$ cat src/rtl/zuse_uart_host_if.sv
// Request/response and uart byte-stream bundle of the tinyZuse FPU UART host.
interface zuse_uart_host_if;
  logic        start;
  logic [2:0]  op;
  logic [22:0] a;
  logic [22:0] b;
  logic [22:0] res;
  logic [2:0]  flags;
  logic        busy;
  logic        done;
  logic        err;
  logic [7:0]  tx_data;
  logic        tx_en;
  logic        tx_busy;
  logic [7:0]  rx_data;
  logic        rx_valid;
  logic [2:0]  dbg_state;

  // Handshakes: start is taken only on a cycle with busy=0 (busy is the inverse of ready);
  // done is a one-cycle valid qualifying res/flags/err; tx_en is a one-cycle strobe issued
  // only while tx_busy=0; rx_valid is a one-cycle strobe with no back-pressure.
  modport master (
    input  start, op, a, b, tx_busy, rx_data, rx_valid,
    output res, flags, busy, done, err, tx_data, tx_en, dbg_state
  );
  modport slave (
    output start, op, a, b, tx_busy, rx_data, rx_valid,
    input  res, flags, busy, done, err, tx_data, tx_en, dbg_state
  );
endinterface

$ cat src/rtl/zuse_uart_host.sv
// Host-side initiator for the tinyZuse FPU UART protocol: sends operands and an op
// command, waits for the FPU, then reads back the result and status bytes.
module zuse_uart_host #(
  parameter int OP_WAIT_CYCLES = 64,
  parameter int RX_TIMEOUT     = 25000,
  parameter int TIMER_W        = 24
) (
  input  logic             clk,
  input  logic             rst_n,
  zuse_uart_host_if.master bus
);

  typedef enum logic [2:0] {
    S_IDLE, S_SEND, S_OPWAIT, S_SEND_RD, S_RECV_RS, S_SEND_ST, S_RECV_ST, S_DONE
  } state_t;

  typedef enum logic [1:0] {TX_ISSUE, TX_PULSE, TX_SETTLE, TX_DRAIN} tx_ph_t;

  localparam logic [7:0] CMD_SETR1    = 8'h82;
  localparam logic [7:0] CMD_SETR2    = 8'h83;
  localparam logic [7:0] CMD_OP_BASE  = 8'h88;
  localparam logic [7:0] CMD_READRS   = 8'h87;
  localparam logic [7:0] CMD_READSTAT = 8'h84;
  localparam logic [2:0] OP_SQRT      = 3'd4;
  localparam logic [3:0] IDX_OP       = 4'd8;
  localparam logic [TIMER_W-1:0] OPW_LAST  = TIMER_W'(OP_WAIT_CYCLES - 1);
  localparam logic [TIMER_W-1:0] RXTO_LAST = TIMER_W'(RX_TIMEOUT - 1);

  state_t             state_q, state_d;
  tx_ph_t             tx_ph_q, tx_ph_d;
  logic [3:0]         idx_q, idx_d;
  logic [1:0]         rx_cnt_q, rx_cnt_d;
  logic [TIMER_W-1:0] timer_q, timer_d;
  logic [2:0]         op_q, op_d;
  logic [22:0]        a_q, a_d;
  logic [22:0]        b_q, b_d;
  logic [15:0]        rs_buf_q, rs_buf_d;
  logic [22:0]        res_q, res_d;
  logic [2:0]         flags_q, flags_d;
  logic [7:0]         tx_data_q, tx_data_d;
  logic               tx_en_q, tx_en_d;
  logic               busy_q, busy_d;
  logic               done_q, done_d;
  logic               err_q, err_d;

  logic [7:0] seq_byte;
  logic [7:0] cur_byte;
  logic       op_bad;
  logic       tx_state;
  logic       tx_fin;

  // Byte index 0..3 is the SETR1 group, 4..7 the SETR2 group, 8 the op command.
  always_comb begin
    seq_byte = CMD_OP_BASE + {5'd0, op_q};
    case (idx_q)
      4'd0:    seq_byte = CMD_SETR1;
      4'd1:    seq_byte = a_q[22:15];
      4'd2:    seq_byte = a_q[14:7];
      4'd3:    seq_byte = {a_q[6:0], 1'b0};
      4'd4:    seq_byte = CMD_SETR2;
      4'd5:    seq_byte = b_q[22:15];
      4'd6:    seq_byte = b_q[14:7];
      4'd7:    seq_byte = {b_q[6:0], 1'b0};
      default: seq_byte = CMD_OP_BASE + {5'd0, op_q};
    endcase
  end

  always_comb begin
    cur_byte = seq_byte;
    if (state_q == S_SEND_RD) cur_byte = CMD_READRS;
    if (state_q == S_SEND_ST) cur_byte = CMD_READSTAT;
  end

  assign op_bad   = (op_q > OP_SQRT);
  assign tx_state = (state_q == S_SEND) || (state_q == S_SEND_RD) || (state_q == S_SEND_ST);
  assign tx_fin   = tx_state && (tx_ph_q == TX_DRAIN) && !bus.tx_busy;

  always_comb begin
    state_d   = state_q;
    tx_ph_d   = tx_ph_q;
    idx_d     = idx_q;
    rx_cnt_d  = rx_cnt_q;
    timer_d   = timer_q;
    op_d      = op_q;
    a_d       = a_q;
    b_d       = b_q;
    rs_buf_d  = rs_buf_q;
    res_d     = res_q;
    flags_d   = flags_q;
    tx_data_d = tx_data_q;
    tx_en_d   = 1'b0;
    busy_d    = busy_q;
    done_d    = 1'b0;
    err_d     = err_q;

    // Byte engine: strobe when idle, skip the two cycles where tx_busy may still be
    // catching up, then wait for the transmitter to drain.
    if (tx_state && !(state_q == S_SEND && op_bad)) begin
      case (tx_ph_q)
        TX_ISSUE: begin
          if (!bus.tx_busy) begin
            tx_en_d   = 1'b1;
            tx_data_d = cur_byte;
            tx_ph_d   = TX_PULSE;
          end
        end
        TX_PULSE:  tx_ph_d = TX_SETTLE;
        TX_SETTLE: tx_ph_d = TX_DRAIN;
        default:   if (!bus.tx_busy) tx_ph_d = TX_ISSUE;
      endcase
    end

    unique case (state_q)
      S_IDLE: begin
        if (bus.start) begin
          op_d    = bus.op;
          a_d     = bus.a;
          b_d     = bus.b;
          err_d   = 1'b0;
          busy_d  = 1'b1;
          idx_d   = '0;
          tx_ph_d = TX_ISSUE;
          state_d = S_SEND;
        end
      end
      S_SEND: begin
        if (op_bad) begin
          state_d = S_DONE;
          done_d  = 1'b1;
          busy_d  = 1'b0;
          err_d   = 1'b1;
        end else if (tx_fin) begin
          if (idx_q == IDX_OP) begin
            state_d = S_OPWAIT;
            timer_d = '0;
          end else if (idx_q == 4'd3 && op_q == OP_SQRT) begin
            idx_d = IDX_OP;
          end else begin
            idx_d = idx_q + 4'd1;
          end
        end
      end
      S_OPWAIT: begin
        if (timer_q == OPW_LAST) state_d = S_SEND_RD;
        else                     timer_d = timer_q + TIMER_W'(1);
      end
      S_SEND_RD: begin
        if (tx_fin) begin
          state_d  = S_RECV_RS;
          timer_d  = '0;
          rx_cnt_d = '0;
        end
      end
      S_RECV_RS: begin
        if (bus.rx_valid) begin
          timer_d  = '0;
          rx_cnt_d = rx_cnt_q + 2'd1;
          if (rx_cnt_q == 2'd0)      rs_buf_d[15:8] = bus.rx_data;
          else if (rx_cnt_q == 2'd1) rs_buf_d[7:0]  = bus.rx_data;
          else begin
            res_d   = {rs_buf_q, bus.rx_data[7:1]};
            state_d = S_SEND_ST;
          end
        end else if (timer_q == RXTO_LAST) begin
          state_d = S_DONE;
          done_d  = 1'b1;
          busy_d  = 1'b0;
          err_d   = 1'b1;
        end else begin
          timer_d = timer_q + TIMER_W'(1);
        end
      end
      S_SEND_ST: begin
        if (tx_fin) begin
          state_d = S_RECV_ST;
          timer_d = '0;
        end
      end
      S_RECV_ST: begin
        if (bus.rx_valid) begin
          flags_d = bus.rx_data[2:0];
          state_d = S_DONE;
          done_d  = 1'b1;
          busy_d  = 1'b0;
        end else if (timer_q == RXTO_LAST) begin
          state_d = S_DONE;
          done_d  = 1'b1;
          busy_d  = 1'b0;
          err_d   = 1'b1;
        end else begin
          timer_d = timer_q + TIMER_W'(1);
        end
      end
      S_DONE:  state_d = S_IDLE;
      default: state_d = S_IDLE;
    endcase
  end

  always_ff @(posedge clk) begin
    if (!rst_n) begin
      state_q   <= S_IDLE;
      tx_ph_q   <= TX_ISSUE;
      idx_q     <= '0;
      rx_cnt_q  <= '0;
      timer_q   <= '0;
      op_q      <= '0;
      a_q       <= '0;
      b_q       <= '0;
      rs_buf_q  <= '0;
      res_q     <= '0;
      flags_q   <= '0;
      tx_data_q <= '0;
      tx_en_q   <= 1'b0;
      busy_q    <= 1'b0;
      done_q    <= 1'b0;
      err_q     <= 1'b0;
    end else begin
      state_q   <= state_d;
      tx_ph_q   <= tx_ph_d;
      idx_q     <= idx_d;
      rx_cnt_q  <= rx_cnt_d;
      timer_q   <= timer_d;
      op_q      <= op_d;
      a_q       <= a_d;
      b_q       <= b_d;
      rs_buf_q  <= rs_buf_d;
      res_q     <= res_d;
      flags_q   <= flags_d;
      tx_data_q <= tx_data_d;
      tx_en_q   <= tx_en_d;
      busy_q    <= busy_d;
      done_q    <= done_d;
      err_q     <= err_d;
    end
  end

  assign bus.res       = res_q;
  assign bus.flags     = flags_q;
  assign bus.busy      = busy_q;
  assign bus.done      = done_q;
  assign bus.err       = err_q;
  assign bus.tx_data   = tx_data_q;
  assign bus.tx_en     = tx_en_q;
  assign bus.dbg_state = state_q;

endmodule
$ cat src/flat_wrapper.sv
// flat-port wrapper written by rule: the top's interface ports become plain ports
module zuse_uart_host_flat 
#(
  parameter int OP_WAIT_CYCLES = 64,
  parameter int RX_TIMEOUT     = 25000,
  parameter int TIMER_W        = 24
)
  (clk, rst_n, bus_start, bus_op, bus_a, bus_b, bus_tx_busy, bus_rx_data, bus_rx_valid, bus_res, bus_flags, bus_busy, bus_done, bus_err, bus_tx_data, bus_tx_en, bus_dbg_state);
  zuse_uart_host_if bus_i ();
  input  logic clk;
  input  logic rst_n;
  input wire logic [$bits(bus_i.start)-1:0] bus_start;
  input wire logic [$bits(bus_i.op)-1:0] bus_op;
  input wire logic [$bits(bus_i.a)-1:0] bus_a;
  input wire logic [$bits(bus_i.b)-1:0] bus_b;
  input wire logic [$bits(bus_i.tx_busy)-1:0] bus_tx_busy;
  input wire logic [$bits(bus_i.rx_data)-1:0] bus_rx_data;
  input wire logic [$bits(bus_i.rx_valid)-1:0] bus_rx_valid;
  output wire logic [$bits(bus_i.res)-1:0] bus_res;
  output wire logic [$bits(bus_i.flags)-1:0] bus_flags;
  output wire logic [$bits(bus_i.busy)-1:0] bus_busy;
  output wire logic [$bits(bus_i.done)-1:0] bus_done;
  output wire logic [$bits(bus_i.err)-1:0] bus_err;
  output wire logic [$bits(bus_i.tx_data)-1:0] bus_tx_data;
  output wire logic [$bits(bus_i.tx_en)-1:0] bus_tx_en;
  output wire logic [$bits(bus_i.dbg_state)-1:0] bus_dbg_state;
  assign bus_i.start = bus_start;
  assign bus_i.op = bus_op;
  assign bus_i.a = bus_a;
  assign bus_i.b = bus_b;
  assign bus_i.tx_busy = bus_tx_busy;
  assign bus_i.rx_data = bus_rx_data;
  assign bus_i.rx_valid = bus_rx_valid;
  assign bus_res = bus_i.res;
  assign bus_flags = bus_i.flags;
  assign bus_busy = bus_i.busy;
  assign bus_done = bus_i.done;
  assign bus_err = bus_i.err;
  assign bus_tx_data = bus_i.tx_data;
  assign bus_tx_en = bus_i.tx_en;
  assign bus_dbg_state = bus_i.dbg_state;
  zuse_uart_host #(.OP_WAIT_CYCLES(OP_WAIT_CYCLES), .RX_TIMEOUT(RX_TIMEOUT), .TIMER_W(TIMER_W)) u_core (.clk(clk), .rst_n(rst_n), .bus(bus_i));
endmodule
$ cat config.mk
export PLATFORM = sky130hd
export DESIGN_NAME = zuse_uart_host_flat
export DESIGN_NICKNAME = d
export VERILOG_FILES = /design/src/rtl/zuse_uart_host_if.sv /design/src/rtl/zuse_uart_host.sv /design/src/flat_wrapper.sv
export SDC_FILE = /design/constraint.sdc
export NUM_CORES = 1
export LEC_CHECK = 0
export CORE_MARGIN = 3
export CORE_UTILIZATION = 45
export CTS_CLUSTER_DIAMETER = 40
export DETAILED_ROUTE_END_ITERATION = 10
export PLACE_DENSITY = 0.69
export SLEW_MARGIN = 10
export SYNTH_ARGS = -nofsm -noshare
export SYNTH_HDL_FRONTEND = slang
export SYNTH_SLANG_ARGS = --single-unit
$ cat constraint.sdc
create_clock -name clk -period 2.3 [get_ports clk]
set_input_delay 0.23 -clock clk [delete_from_list [all_inputs] [get_ports clk]]
set_output_delay 0.23 -clock clk [all_outputs]
set_load 0.005 [all_outputs]
==> impl_metrics.xml, run 1 <==
<?xml version="1.0" encoding="UTF-8"?>
<metrics>
  <group name="drt">
    <metric name="first_iteration_detailed_routing_drc_count" unit="">486</metric>
    <metric name="avgRoutedWirePerCell" unit="µm">16.2</metric>
    <metric name="detail-route-antenna-nets" unit="">0</metric>
    <metric name="drt-pass1-iter-count" unit="">5</metric>
    <metric name="via_per_inst" unit="">5.55</metric>
    <metric name="vias" unit="">6123</metric>
    <metric name="drc_errors" unit="">0</metric>
    <metric name="routed_wl" unit="µm">17800</metric>
  </group>
  <group name="global_routing">
    <metric name="wire_length_of_the_first_global_routing_pass" unit="µm">29600</metric>
    <metric name="grt_antenna_before_repair" unit="">0</metric>
    <metric name="track_usage" unit="">0.228</metric>
    <metric name="globalRouteOverflowTotal" unit="">0</metric>
    <metric name="grt_max_degree" unit="">82</metric>
    <metric name="first_global_vias" unit="">6074</metric>
  </group>
  <group name="worst_setup_path">
    <metric name="cp_data_arrival_time" unit="ns">2.55</metric>
    <metric name="worst-endpoint-required" unit="ns">2.65</metric>
    <metric name="path_max_fanout" unit="">6</metric>
    <metric name="crit_type" unit="">flop to flop</metric>
    <metric name="setup.worst_path.end_class" unit="">flop</metric>
    <metric name="startpoint_type" unit="">flop</metric>
  </group>
  <group name="die">
    <metric name="die_x" unit="µm">126</metric>
    <metric name="top_level_ports" unit="">103</metric>
    <metric name="core-area" unit="µm²">14000</metric>
    <metric name="rows" unit="">43</metric>
    <metric name="start_util" unit="">0.464</metric>
    <metric name="fp.dieArea" unit="µm²">16000</metric>
    <metric name="die_y_extent" unit="µm">126</metric>
  </group>
  <group name="sta">
    <metric name="setup_total_negative_slack" unit="ns">0</metric>
    <metric name="fin_worst_skew" unit="ns">0.00645</metric>
    <metric name="fin_crit_sh" unit="">0.955</metric>
    <metric name="fmax" unit="MHz">455</metric>
    <metric name="rsz_0062_raised_after_global_routing" unit="">no</metric>
    <metric name="tightestPinTransition" unit="ns">0.886</metric>
    <metric name="relSlewSlack" unit="">0.403</metric>
    <metric name="slew_violations" unit="">0</metric>
    <metric name="period_minus_ws_final" unit="ns">2.20</metric>
    <metric name="hold_viol" unit="">0</metric>
    <metric name="timing.final.setup_violations" unit="">0</metric>
  </group>
  <group name="clock_tree">
    <metric name="cts_post_setup_buffers_inserted" unit="">0</metric>
    <metric name="cts_buffer_depth" unit="">2</metric>
    <metric name="cts-buffers-inserted" unit="">17</metric>
    <metric name="number_of_buffers_inserted_by_hold_repair_at_cts" unit="">0</metric>
    <metric name="worstSkewPairLatency" unit="ns">0.42</metric>
    <metric name="worst_setup_hold_path_clk_slew" unit="ns">0.06</metric>
    <metric name="cts_root_buffer" unit="">sky130_fd_sc_hd__clkbuf_16</metric>
    <metric name="cts_num_sinks" unit="">138</metric>
    <metric name="tritoncts" unit="">done</metric>
    <metric name="cts-htree-levels" unit="">4</metric>
  </group>
  <group name="pwr">
    <metric name="power_switching_share" unit="">0.294</metric>
    <metric name="power.share.combinational" unit="">0.221</metric>
    <metric name="switching_power_summed_over_all_nets" unit="µW">2190</metric>
    <metric name="internal_power" unit="µW">5260</metric>
    <metric name="irDropWorstVdd" unit="mV">0.610</metric>
    <metric name="power_leakage" unit="µW">0.00312</metric>
    <metric name="p_clk_frac" unit="">0.407</metric>
    <metric name="p_seq_frac" unit="">0.372</metric>
    <metric name="power_per_cell_area" unit="nW/µm²">864</metric>
  </group>
  <group name="final_layout">
    <metric name="layout.cells.most_common" unit="">sky130_fd_sc_hd__nand2_1</metric>
    <metric name="areaGrowthSynthToFinish" unit="%">32.4</metric>
    <metric name="mostFrequentLayoutCells" unit="">190 x sky130_fd_sc_hd__nand2_1, 138 x sky130_fd_sc_hd__dfxtp_1, 101 x sky130_fd_sc_hd__clkdlybuf4s50_1</metric>
    <metric name="fin_util" unit="">0.614</metric>
    <metric name="fin_nets" unit="">982</metric>
    <metric name="stdcell_count" unit="">1103</metric>
    <metric name="final_cell_area" unit="µm²">8620</metric>
    <metric name="post_route_cells_drive_above_1_share" unit="">0.119</metric>
    <metric name="antenna-diode-count" unit="">0</metric>
  </group>
  <group name="placed_design">
    <metric name="placed_cells" unit="">1071</metric>
    <metric name="post_place_cell_area" unit="µm²">7930</metric>
    <metric name="placement.io_buffers" unit="">102</metric>
    <metric name="place.gp.congestion" unit="">0.885</metric>
    <metric name="hpwl" unit="µm">12800</metric>
  </group>
  <group name="synthesis">
    <metric name="yosys_warnings" unit="">0</metric>
    <metric name="dominantRegCellSynth" unit="">sky130_fd_sc_hd__dfxtp_1</metric>
    <metric name="syn-mean-instance-area" unit="µm²">8.21</metric>
    <metric name="ys_types" unit="">69</metric>
    <metric name="synth.yosys.seq_area_share" unit="">0.424</metric>
    <metric name="synth-seq-cells" unit="">138</metric>
    <metric name="synthArstFlopShare" unit="">0</metric>
    <metric name="synth_nets" unit="">865</metric>
    <metric name="post-synth-top-area-fraction" unit="">0.424</metric>
    <metric name="yosys-top-cells-area" unit="">sky130_fd_sc_hd__dfxtp_1 42%, sky130_fd_sc_hd__nand2_1 11%, sky130_fd_sc_hd__a21boi_0 8.4%, sky130_fd_sc_hd__mux2i_1 2.9%, sky130_fd_sc_hd__nand3_1 2.5%</metric>
    <metric name="synth_edf_count" unit="">0</metric>
    <metric name="syn_area" unit="µm²">6510</metric>
    <metric name="number_of_standard_cells_after_synthesis" unit="">793</metric>
    <metric name="synth_top_cell_by_area" unit="">sky130_fd_sc_hd__dfxtp_1</metric>
  </group>
  <group name="outcome">
    <metric name="outcome" unit="">finished clean</metric>
  </group>
  <group name="job">
    <metric name="cap_viol_max_count" unit="">0</metric>
  </group>
  <group name="hold_path">
    <metric name="path_type_of_the_worst_min_delay_path" unit="">primary input to flop</metric>
  </group>
</metrics>
[layout make-up]
| class | count | area, µm² |
|---|---|---|
| clock inverter | 14 | 219 |
| fill | 1201 | 5420 |
| tap | 180 | 225 |
| timing repair buffer | 150 | 1400 |
| inverter | 15 | 56.3 |
| clock buffer | 18 | 439 |
| multi-input combinational | 588 | 3520 |
| sequential | 138 | 2760 |
[power by group through the flow]
stage	registers, µW	clock network, µW	logic, µW
after global routing	2800	3180	1840
final	2770	3030	1650
after global placement	2810	0	1590
after detailed placement	2820	0	1620
after floorplan	2740	0	1030
after CTS	2770	3070	1630
[flip-flops by register name (all words and copies together), names as in the netlist, 2 cells and up]
signal / cells
u_core.bus.flags: 3
u_core.op_q: 3
u_core.rs_buf_q: 16
u_core.tx_ph_q: 2
u_core.bus.res: 23
u_core.b_q: 23
u_core.bus.dbg_state: 3
u_core.rx_cnt_q: 2
u_core.bus.tx_data: 8
u_core.idx_q: 4
u_core.timer_q: 24
u_core.a_q: 23
[cell usage after synthesis (3+ instances only)]
cell	n
sky130_fd_sc_hd__and4_1	4
sky130_fd_sc_hd__or2_2	4
sky130_fd_sc_hd__nor4_1	11
sky130_fd_sc_hd__o22ai_1	3
sky130_fd_sc_hd__nand3_1	32
sky130_fd_sc_hd__ha_1	10
sky130_fd_sc_hd__nor3_1	15
sky130_fd_sc_hd__a21boi_1	18
sky130_fd_sc_hd__buf_2	10
sky130_fd_sc_hd__nand2_1	190
sky130_fd_sc_hd__o21ai_0	29
sky130_fd_sc_hd__and2_1	7
sky130_fd_sc_hd__nand2b_1	3
sky130_fd_sc_hd__mux2i_1	19
sky130_fd_sc_hd__o21ai_1	3
sky130_fd_sc_hd__dfxtp_1	138
sky130_fd_sc_hd__nor2_1	34
sky130_fd_sc_hd__xnor2_1	7
sky130_fd_sc_hd__nor2b_1	18
sky130_fd_sc_hd__a31oi_1	8
sky130_fd_sc_hd__a22oi_1	3
sky130_fd_sc_hd__and3_1	7
sky130_fd_sc_hd__inv_1	14
sky130_fd_sc_hd__a222oi_1	6
sky130_fd_sc_hd__clkbuf_1	39
sky130_fd_sc_hd__nand4b_1	3
sky130_fd_sc_hd__a21boi_0	73
sky130_fd_sc_hd__a21oi_1	21
sky130_fd_sc_hd__o21a_1	5
sky130_fd_sc_hd__nand4_1	6
sky130_fd_sc_hd__nand3b_1	3
[worst max-delay path, stage by stage (launching register included)]
cell and delay, ns:
sky130_fd_sc_hd__dfxtp_1 0.37, sky130_fd_sc_hd__nor4b_4 0.35, sky130_fd_sc_hd__nand4_2 0.23, sky130_fd_sc_hd__buf_4 0.22, sky130_fd_sc_hd__or3_4 0.43, sky130_fd_sc_hd__or3b_4 0.30, sky130_fd_sc_hd__o21ai_1 0.08, sky130_fd_sc_hd__a21boi_1 0.14
[final timing paths]
check / from / endpoint / slack [ns] / cells past startpoint
max: u_core.timer_q[6]$_SDFFE_PN0P_ / u_core.timer_q[2]$_SDFFE_PN0P_ / 0.10 / 7
max reg2reg: u_core.timer_q[6]$_SDFFE_PN0P_ / u_core.timer_q[2]$_SDFFE_PN0P_ / 0.10 / 7
min: rst_n / u_core.a_q[0]$_SDFFE_PN0P_ / 0.25 / 2
min reg2reg: u_core.rs_buf_q[14]$_SDFFE_PN0P_ / u_core.bus.res[21]$_SDFFE_PN0P_ / 0.45 / 2
[what timing repair did]
| item | CTS | global route |
|---|---|---|
| pin swaps | 0 | 1 |
| endpoints found under the setup margin | 3 | 12 |
| cloned | 0 | 0 |
| resized for setup | 1 | 9 |
[cells by family after synthesis]
| logic type | count (synthesis) | share of synthesized area |
|---|---|---|
| mux | 21 | 0.0327 |
| fa+ha+maj | 10 | 0.0192 |
| buf+inv | 67 | 0.0423 |
| xor+xnor | 7 | 0.00941 |
| flops | 138 | 0.424 |
| simple gates | 356 | 0.261 |
| compound gates | 194 | 0.212 |
[stage by stage]
step           total power (µW)  hold WS [ns]  setup WS (ns)
3_3_place_gp               4400         0.439        -0.0286
4_1_cts                    7470         0.225         0.0188
2_1_floorplan              3760         0.375          0.249
3_5_place_dp               4440         0.446        -0.0756
6_report                   7450         0.251          0.103
5_1_grt                    7820         0.259        0.00610
[layer usage]
layer  up-vias  track usage  routed length, µm
met2       181        0.396               9120
met5         -            0                  0
met1      2898        0.272               7470
met4         0       0.0909                415
li1       3010            -                  -
met3        34       0.0526                810
(Power assumes the default switching activity.)
==> run 2, diff against run 1 <==
--- a/config.mk
+++ b/config.mk
@@ -6,10 +6,10 @@
 export NUM_CORES = 1
 export LEC_CHECK = 0
 export CORE_MARGIN = 3
-export CORE_UTILIZATION = 45
+export CORE_UTILIZATION = 54
 export CTS_CLUSTER_DIAMETER = 40
 export DETAILED_ROUTE_END_ITERATION = 10
-export PLACE_DENSITY = 0.69
+export PLACE_DENSITY = 0.8
 export SLEW_MARGIN = 10
 export SYNTH_ARGS = -nofsm -noshare
 export SYNTH_HDL_FRONTEND = slang
==> run 2 against run 1 <==
Against the previous run: routed wire length is 4.2% lower; non-clock buffer count down 6; largest power group is now sequential cells; register-to-register slack barely moved; via count fell by 0.77%; critical path type unchanged; combinational power decreased by 4%; global-route usage up 3.4 points; cell count is 4.0% lower; largest cell class unchanged; hold slack improved by 0.032 ns.
==> impl_metrics.xml, run 2 (synthesized netlist as in run 1, its figures left out) <==
<?xml version="1.0" encoding="UTF-8"?>
<metrics>
  <group name="global_routing">
    <metric name="wire_length_of_the_first_global_routing_pass" unit="µm">27700</metric>
    <metric name="grt_antenna_before_repair" unit="">0</metric>
    <metric name="track_usage" unit="">0.262</metric>
    <metric name="grt_max_degree" unit="">72</metric>
    <metric name="globalRouteOverflowTotal" unit="">0</metric>
    <metric name="first_global_vias" unit="">5879</metric>
  </group>
  <group name="worst_setup_path">
    <metric name="worst-endpoint-required" unit="ns">2.60</metric>
    <metric name="worst_setup_path_endpoint" unit="">u_core.timer_q[17]$_SDFFE_PN0P_</metric>
    <metric name="setup.worst_path.end_class" unit="">flop</metric>
    <metric name="cp_data_arrival_time" unit="ns">2.49</metric>
    <metric name="r2r_end" unit="">u_core.timer_q[17]$_SDFFE_PN0P_</metric>
    <metric name="path_max_fanout" unit="">7</metric>
    <metric name="cp_launch_point" unit="">u_core.idx_q[1]$_SDFFE_PN0P_</metric>
    <metric name="r2r.worst_path.cells" unit="">10</metric>
    <metric name="ff_to_ff_start" unit="">u_core.idx_q[1]$_SDFFE_PN0P_</metric>
    <metric name="crit_type" unit="">flop to flop</metric>
    <metric name="startpoint_type" unit="">flop</metric>
    <metric name="ff2ff_setup_slack" unit="ns">0.11</metric>
  </group>
  <group name="final_layout">
    <metric name="final_cell_area" unit="µm²">8400</metric>
    <metric name="post_route_cells_drive_above_1_share" unit="">0.103</metric>
    <metric name="regMostFlops" unit="">u_core.timer_q</metric>
    <metric name="areaGrowthSynthToFinish" unit="%">28.9</metric>
    <metric name="ff_latch_area" unit="µm²">2760</metric>
    <metric name="fin_nets" unit="">976</metric>
    <metric name="antenna-diode-count" unit="">0</metric>
    <metric name="largest_reg_flops" unit="">24</metric>
    <metric name="layout.cells.most_common" unit="">sky130_fd_sc_hd__nand2_1</metric>
    <metric name="stdcell_count" unit="">1059</metric>
    <metric name="fill_cell_total_of_the_finished_layout" unit="">889</metric>
    <metric name="mostFrequentLayoutCells" unit="">190 x sky130_fd_sc_hd__nand2_1, 138 x sky130_fd_sc_hd__dfxtp_1, 101 x sky130_fd_sc_hd__clkdlybuf4s50_1</metric>
    <metric name="multi_input_comb_area" unit="µm²">3490</metric>
  </group>
  <group name="sta">
    <metric name="tightestPinTransition" unit="ns">1.01</metric>
    <metric name="post-route-worst-setup-slack" unit="ns">0.107</metric>
    <metric name="timing.final.setup_violations" unit="">0</metric>
    <metric name="slew_violations" unit="">0</metric>
    <metric name="fin_crit_sh" unit="">0.954</metric>
    <metric name="hold_viol" unit="">0</metric>
    <metric name="fin_worst_skew" unit="ns">0.0105</metric>
    <metric name="period_minus_ws_final" unit="ns">2.19</metric>
    <metric name="setup_total_negative_slack" unit="ns">0</metric>
    <metric name="rsz_0062_raised_after_global_routing" unit="">no</metric>
    <metric name="relSlewSlack" unit="">0.318</metric>
    <metric name="fmax" unit="MHz">456</metric>
  </group>
  <group name="placed_design">
    <metric name="post_place_cell_area" unit="µm²">7830</metric>
    <metric name="place_worst_setup_slack" unit="ns">0.0254</metric>
    <metric name="hpwl" unit="µm">12400</metric>
    <metric name="place.gp.congestion" unit="">0.899</metric>
    <metric name="placement.io_buffers" unit="">102</metric>
    <metric name="placed_cells" unit="">1026</metric>
  </group>
  <group name="clock_tree">
    <metric name="cts_num_sinks" unit="">138</metric>
    <metric name="number_of_buffers_inserted_by_hold_repair_at_cts" unit="">0</metric>
    <metric name="cts_root_buffer" unit="">sky130_fd_sc_hd__clkbuf_16</metric>
    <metric name="worst_setup_hold_path_clk_slew" unit="ns">0.05</metric>
    <metric name="worstSkewPairLatency" unit="ns">0.41</metric>
    <metric name="cts-htree-levels" unit="">4</metric>
    <metric name="cts_buffer_depth" unit="">2</metric>
    <metric name="tritoncts" unit="">done</metric>
    <metric name="cts-buffers-inserted" unit="">17</metric>
  </group>
  <group name="job">
    <metric name="cap_viol_max_count" unit="">0</metric>
  </group>
  <group name="pwr">
    <metric name="irDropWorstVdd" unit="mV">0.579</metric>
    <metric name="power_leakage" unit="µW">0.00304</metric>
    <metric name="power_per_cell_area" unit="nW/µm²">818</metric>
    <metric name="finalPower" unit="µW">6870</metric>
  </group>
  <group name="die">
    <metric name="start_util" unit="">0.561</metric>
    <metric name="rows" unit="">39</metric>
    <metric name="die_y_extent" unit="µm">116</metric>
    <metric name="core-area" unit="µm²">11600</metric>
    <metric name="fp.dieArea" unit="µm²">13400</metric>
    <metric name="die_x" unit="µm">116</metric>
    <metric name="top_level_ports" unit="">103</metric>
  </group>
  <group name="drt">
    <metric name="avgRoutedWirePerCell" unit="µm">16.1</metric>
    <metric name="drc_errors" unit="">0</metric>
    <metric name="detail-route-antenna-nets" unit="">0</metric>
    <metric name="first_iteration_detailed_routing_drc_count" unit="">506</metric>
    <metric name="via_per_inst" unit="">5.74</metric>
    <metric name="vias" unit="">6076</metric>
    <metric name="drt-pass1-iter-count" unit="">5</metric>
    <metric name="routed_wl" unit="µm">17100</metric>
  </group>
  <group name="hold_path">
    <metric name="path_type_of_the_worst_min_delay_path" unit="">primary input to flop</metric>
  </group>
  <group name="outcome">
    <metric name="outcome" unit="">finished clean</metric>
  </group>
</metrics>
run 2: cell types whose count changed in the layout (fill, tap and decap cells not counted), moves of 2 or more:
| cell | before | now |
|---|---|---|
| sky130_fd_sc_hd__bufinv_16 | 5 | 1 |
| sky130_fd_sc_hd__buf_4 | 46 | 39 |
| sky130_fd_sc_hd__inv_6 | 2 | 0 |
| sky130_fd_sc_hd__clkbuf_1 | 0 | 5 |
| sky130_fd_sc_hd__clkinv_4 | 3 | 1 |
| sky130_fd_sc_hd__nor3_1 | 12 | 14 |
run 2: metrics by stage:
step,hold slack (ns),utilization
floorplan,0.375,-
global placement,0.441,0.674
detailed placement,0.448,0.674
CTS,0.265,0.721
global route,0.275,0.723
finish,0.283,0.723
run 2: layer usage:
metal | vias to the layer above | GRT usage | wire length (µm) | share of wire
met3 | 34 | 0.0700 | 897 | 0.053
met4 | 0 | 0.101 | 393 | 0.023
met1 | 2851 | 0.311 | 7000 | 0.41
met2 | 195 | 0.451 | 8770 | 0.51
met5 | - | 0 | 0 | 0
li1 | 2996 | - | - | -
run 2: cell type report:
class,instances,area share
multi-input combinational,588,0.415
sequential,138,0.329
timing repair buffer,144,0.163
clock buffer,24,0.0562
tap,143,0.0213
clock inverter,7,0.00820
inverter,15,0.00671
run 2: timing repair:
item,4_1_cts,5_1_grt
gates resized for setup,0,4
endpoints found under the setup margin,0,8
setup buffers,0,2
run 2: worst min path at each step:
stage / depth (start not counted) / end / startpoint
after detailed placement: 2 / u_core.bus.res[18]$_SDFFE_PN0P_ / u_core.rs_buf_q[11]$_SDFFE_PN0P_
final: 2 / u_core.timer_q[0]$_SDFFE_PN0P_ / rst_n
after CTS: 2 / u_core.timer_q[4]$_SDFFE_PN0P_ / rst_n
after global routing: 2 / u_core.timer_q[4]$_SDFFE_PN0P_ / rst_n
after floorplan: 2 / u_core.a_q[0]$_SDFFE_PN0P_ / bus_a[0]
after global placement: 2 / u_core.bus.res[21]$_SDFFE_PN0P_ / u_core.bus.res[21]$_SDFFE_PN0P_
run 2: power by group:
part	internal, µW	switching, µW	total [µW]	leakage (µW)
Clock	1530	968	2500	0.000260
Sequential	2600	182	2780	0.00112
Combinational	690	900	1590	0.00166
Total	4820	2050	6870	0.00304
run 2: critical path, stage by stage (launching register included):
cell and delay [ns]:
sky130_fd_sc_hd__dfxtp_1 0.35, sky130_fd_sc_hd__inv_1 0.13, sky130_fd_sc_hd__ha_2 0.21, sky130_fd_sc_hd__nand3b_1 0.13
sky130_fd_sc_hd__o21ai_2 0.23, sky130_fd_sc_hd__o211ai_4 0.12, sky130_fd_sc_hd__buf_4 0.16, sky130_fd_sc_hd__buf_4 0.15
sky130_fd_sc_hd__nor4_1 0.38, sky130_fd_sc_hd__xnor2_1 0.17, sky130_fd_sc_hd__nor2_1 0.05
==> run 3, diff against run 2 <==
--- a/config.mk
+++ b/config.mk
@@ -7,7 +7,7 @@
 export LEC_CHECK = 0
 export CORE_MARGIN = 3
 export CORE_UTILIZATION = 54
-export CTS_CLUSTER_DIAMETER = 40
+export CTS_CLUSTER_DIAMETER = 60
 export DETAILED_ROUTE_END_ITERATION = 10
 export PLACE_DENSITY = 0.8
 export SLEW_MARGIN = 10
==> results of run 3 <==
The final DEF is identical to that of run 2; final timing and power are the same.
